==> src/rtl/vectored_int_ctrl.sv <==
// Vectored interrupt controller for the single-cycle MIPS core: mask, priority select,
// handler entry (EPC/vector) and eret return. Define VIC_EDGE_EN for edge-triggered sticky pending.
module vectored_int_ctrl #(
  parameter int unsigned NUM_IRQ    = 4,
  parameter logic [31:0] VEC_BASE   = 32'h0000_0100,
  parameter int unsigned VEC_STRIDE = 8
) (
  input  logic               clk_i,
  input  logic               reset_i,
  input  logic [NUM_IRQ-1:0] irq_i,
  input  logic               mask_we_i,
  input  logic [NUM_IRQ-1:0] mask_wd_i,
  input  logic               eret_i,
  input  logic [31:0]        pc_next_i,
  output logic               int_take_o,
  output logic [31:0]        vec_pc_o,
  output logic [31:0]        epc_o,
  output logic               ie_o,
  output logic [2:0]         cause_o,
  output logic [NUM_IRQ-1:0] ack_o,
  output logic [NUM_IRQ-1:0] mask_o
);

  typedef enum logic [1:0] {IDLE, TAKE, SERVICE} state_e;

  state_e             state_q, state_d;
  logic [2:0]         cause_q, cause_d;
  logic [31:0]        epc_q, epc_d;
  logic [NUM_IRQ-1:0] mask_q, mask_d;
  logic [NUM_IRQ-1:0] pending, eligible, ack;
  logic [2:0]         winner;

`ifdef VIC_EDGE_EN
  logic [NUM_IRQ-1:0] irq_q, pend_q, pend_d;

  // ack clears only at the end of TAKE; a fresh rising edge in that cycle re-arms the line.
  always_comb pend_d = (pend_q & ~ack) | (irq_i & ~irq_q);

  always_ff @(posedge clk_i) begin
    if (reset_i) begin
      irq_q  <= '0;
      pend_q <= '0;
    end else begin
      irq_q  <= irq_i;
      pend_q <= pend_d;
    end
  end

  assign pending = pend_q;
`else
  assign pending = irq_i;
`endif

  assign eligible = pending & mask_q;

  // Scanning downward leaves the lowest set index as the last assignment.
  always_comb begin
    winner = '0;
    for (int i = NUM_IRQ - 1; i >= 0; i--) begin
      if (eligible[i]) winner = 3'(i);
    end
  end

  // NOTE: every always_comb output gets a default first, so no path can infer a latch.
  always_comb begin
    state_d = state_q;
    cause_d = cause_q;
    epc_d   = epc_q;
    mask_d  = mask_we_i ? mask_wd_i : mask_q;
    unique case (state_q)
      IDLE: begin
        if (|eligible) begin
          cause_d = winner;
          state_d = TAKE;
        end
      end
      TAKE: begin
        epc_d   = pc_next_i;
        state_d = SERVICE;
      end
      SERVICE: begin
        if (eret_i) state_d = IDLE;
      end
      default: state_d = IDLE;
    endcase
  end

  // NOTE: state registers use non-blocking assignments so every flop samples pre-edge values.
  always_ff @(posedge clk_i) begin
    if (reset_i) begin
      state_q <= IDLE;
      cause_q <= '0;
      epc_q   <= '0;
      mask_q  <= '0;
    end else begin
      state_q <= state_d;
      cause_q <= cause_d;
      epc_q   <= epc_d;
      mask_q  <= mask_d;
    end
  end

  always_comb begin
    for (int i = 0; i < NUM_IRQ; i++) begin
      ack[i] = (state_q == TAKE) && (cause_q == 3'(i));
    end
  end

  assign int_take_o = (state_q == TAKE);
  assign vec_pc_o   = int_take_o ? (VEC_BASE + ({29'd0, cause_q} * 32'(VEC_STRIDE))) : 32'd0;
  assign epc_o      = epc_q;
  assign ie_o       = (state_q == IDLE);
  assign cause_o    = cause_q;
  assign ack_o      = ack;
  assign mask_o     = mask_q;

endmodule
==> config.mk <==
export PLATFORM = sky130hd
export DESIGN_NAME = vectored_int_ctrl
export DESIGN_NICKNAME = d
export VERILOG_FILES = /design/src/rtl/vectored_int_ctrl.sv
export SDC_FILE = /design/constraint.sdc
export NUM_CORES = 1
export LEC_CHECK = 0
export ABC_CLOCK_PERIOD_IN_PS = 1500
export BUFFER_PORTS_ARGS = -buffer_cell sky130_fd_sc_hd__buf_2
export CORE_ASPECT_RATIO = 0.6
export CORE_MARGIN = 2
export CORE_UTILIZATION = 40
export DETAILED_ROUTE_END_ITERATION = 12
export PLACE_DENSITY = 0.79
export SLEW_MARGIN = 20
export SYNTH_ARGS = -nofsm -noshare
export SYNTH_HDL_FRONTEND = slang
export SYNTH_SLANG_ARGS = --single-unit
==> constraint.sdc <==
create_clock -name clk_i -period 1.5 [get_ports clk_i]
set_clock_uncertainty 0.05 [all_clocks]
set_input_delay 0.075 -clock clk_i [delete_from_list [all_inputs] [get_ports clk_i]]
set_output_delay 0.075 -clock clk_i [all_outputs]
set_load 0.03 [all_outputs]
==> flow_summary.json <==
{
  "drive_gt1_frac": 0.332,
  "grt_pass1_vias": 1460,
  "worstSkewPairLatency_ps": 280,
  "worstPathRequired_ps": 1370,
  "hold_slack_ps": 57.2,
  "syn_inst": 211,
  "finalWirelength_mm": 4.45,
  "combPwrFrac": 0.250,
  "cts_root_buf": "clkbuf_8",
  "drtIter0Drc": 38,
  "die_h_um": 54.6,
  "ioPinCount": 121,
  "p_int_mw": 1.72,
  "path_max_fanout": 4,
  "placedCellCount": 350,
  "viasPerCell": 4.26,
  "grt_max_degree": 34,
  "layout.cells.non_filler": 397,
  "fin_setup_tns_ps": 0,
  "max_cap_viol_count": 0,
  "syn_avg_cell_area_um2": 8.08,
  "dpl.hpwl_mm": 2.74,
  "endpoint_kind": "output port",
  "cts_sinks": 40,
  "clkTransAtPathRegs_ps": 70,
  "final_nets": 380,
  "die_x_um": 88.3,
  "cts_buffers": 5,
  "track_usage": 0.179,
  "final-setup-viol-count": 0,
  "min_period_ps": 1420,
  "postPlaceCellArea_um2": 2100,
  "final_area_um2": 2590,
  "finalCritPeriodShare": 0.946,
  "dr.pass1.iters": 4,
  "cts_tree": "built",
  "netlist_area_um2": 1710,
  "leakagePower_nw": 1.25,
  "ys_seq_elements": 40,
  "ys_warn_count": 0,
  "grt_setup_unrepaired": "false",
  "portBuffers": 90,
  "gr-total-overflow": 0,
  "initial_core_util": 0.416,
  "crit_type": "register to output port",
  "power.density_nw_per_um2": 962,
  "route.detailed.drc": 0,
  "die-area_um2": 4820,
  "switching_share": 0.310,
  "synth_cell_type_count": 23,
  "grt_antenna_before_repair": 0,
  "fillCellCount": 368,
  "seq_area_frac_synth": 0.470,
  "maxSlewViolCount": 0,
  "wire_per_inst_um": 11.2,
  "pwr-share-clk": 0.284,
  "total_power_mw": 2.49,
  "status": "finished clean",
  "hp-class": "input port to register",
  "final_antenna_net_count": 0,
  "synthToLayoutAreaGrowth_pct": 51.7,
  "fp-row-count": 18,
  "seq_power_share": 0.466,
  "n_antenna_cell": 0,
  "core_um2": 4100,
  "p_switching_mw": 0.773,
  "grt_pass1_wl_mm": 6.45,
  "vias": 1692,
  "place_congestion": 0.762,
  "cts_buffer_depth": 2,
  "peakVddDrop_mv": 0.514,
  "h-tree-depth": 2,
  "hold_violations": 0,
  "worst_ep_arrival_time_ps": 1290,
  "timing.fmax_mhz": 705,
  "worst_setup_path_start_kind": "register"
}
-- final timing paths --
kind / start / endpoint / slack [ps] / cells after the start
setup reg to reg: state_q[1] / epc_o[22] / 230 / 6
hold / removal: eret_i / state_q[1] / 60 / 4
setup / recovery: state_q[1] / ack_o[2] / 80 / 5
hold reg to reg: epc_o[14] / epc_o[14] / 400 / 2
-- power by group through the flow --
| stage | Clock, mW | Sequential (mW) | Combinational [mW] |
|---|---|---|---|
| 2_1_floorplan | 0 | 1.29 | 0.337 |
| 3_3_place_gp | 0 | 1.18 | 0.530 |
| 3_5_place_dp | 0 | 1.18 | 0.535 |
| 4_1_cts | 0.736 | 1.16 | 0.618 |
| 5_1_grt | 0.783 | 1.17 | 0.676 |
| 6_report | 0.707 | 1.16 | 0.623 |
-- cell families after synthesis --
family                 count (synthesis)  share of synthesized area
other                                  1                    0.00220
AO/OA/AOI/OAI                         41                      0.138
buffers and inverters                 44                      0.178
AND/OR/NAND/NOR                       81                      0.189
flip-flops                            40                      0.470
multiplexers                           4                     0.0235
-- per-stage QoR --
| step | utilization | worst slack [ps] |
|---|---|---|
| after floorplan | - | 9.80 |
| after global placement | 0.513 | 152 |
| after detailed placement | 0.513 | 105 |
| after CTS | 0.629 | 2.08 |
| after global routing | 0.631 | 7.37 |
| final | 0.631 | 81.5 |
-- cell type report --
class	count	area [um2]	area share
Clock buffer	8	90.1	0.0348
Timing Repair Buffer	131	876	0.339
Inverter	1	6.26	0.00242
Multi-Input combinational cell	156	728	0.282
Sequential cell	40	803	0.311
Tap cell	60	75.1	0.0290
Timing Repair inverter	1	7.51	0.00290
-- cell usage after synthesis (all sizes together) --
library cell / count / area [um2]
dfxtp: 40 / 801
nor2b: 2 / 12.5
a32o: 1 / 10.0
o21ai: 1 / 5.00
conb: 1 / 3.75
a21oi: 34 / 170
nor3: 1 / 5.00
buf: 38 / 278
nand2b: 1 / 6.26
a2111oi: 1 / 15.0
and2: 2 / 12.5
a22o: 2 / 18.8
mux2i: 4 / 40.0
inv: 1 / 6.26
and3: 1 / 6.26
nand2: 65 / 244
a221oi: 1 / 8.76
clkbuf: 5 / 18.8
nor2: 9 / 36.3
a211oi: 1 / 7.51
-- state kept, by name (all words and copies together), names as in the netlist --
register  cells
state_q       2
mask_o        4
epc_o        32
cause_o       2
-- timing repair --
item	CTS	global route
gates resized for setup	3	2
pin swaps	0	0
endpoints found under the hold margin	36	0
hold buffers	36	0
endpoints found under the setup margin	5	3
gates cloned	1	0
setup buffers	1	1
-- metal layers --
layer	track usage	up-vias	routed length, um
met4	0.0455	0	19
met3	0.0649	5	363
met2	0.323	71	2160
met5	0	-	0
li1	-	866	-
met1	0.207	750	1910
-- critical path: stages, from the launching register on --
cell	delay [ps]
dfxtp_2	340
nand2b_4	160
inv_4	40
and2_1	160
nor2b_2	140
buf_4	170
-- layout by cell type, fill, tap and decap left out, drive strengths merged --
cell and instances:
buf 95, nand2 65, dfxtp 40, dlygate4sd3 36, a21oi 34, conb 30
nor2 9, clkbuf 8, mux2i 4, and2 2, nor2b 2, a22o 2
nand2b 1, inv 1, and3 1, nor3 1, a32o 1, a221oi 1
a2111oi 1, a211oi 1, o21ai 1, clkinvlp 1
Power figures use the tool's default switching activity.
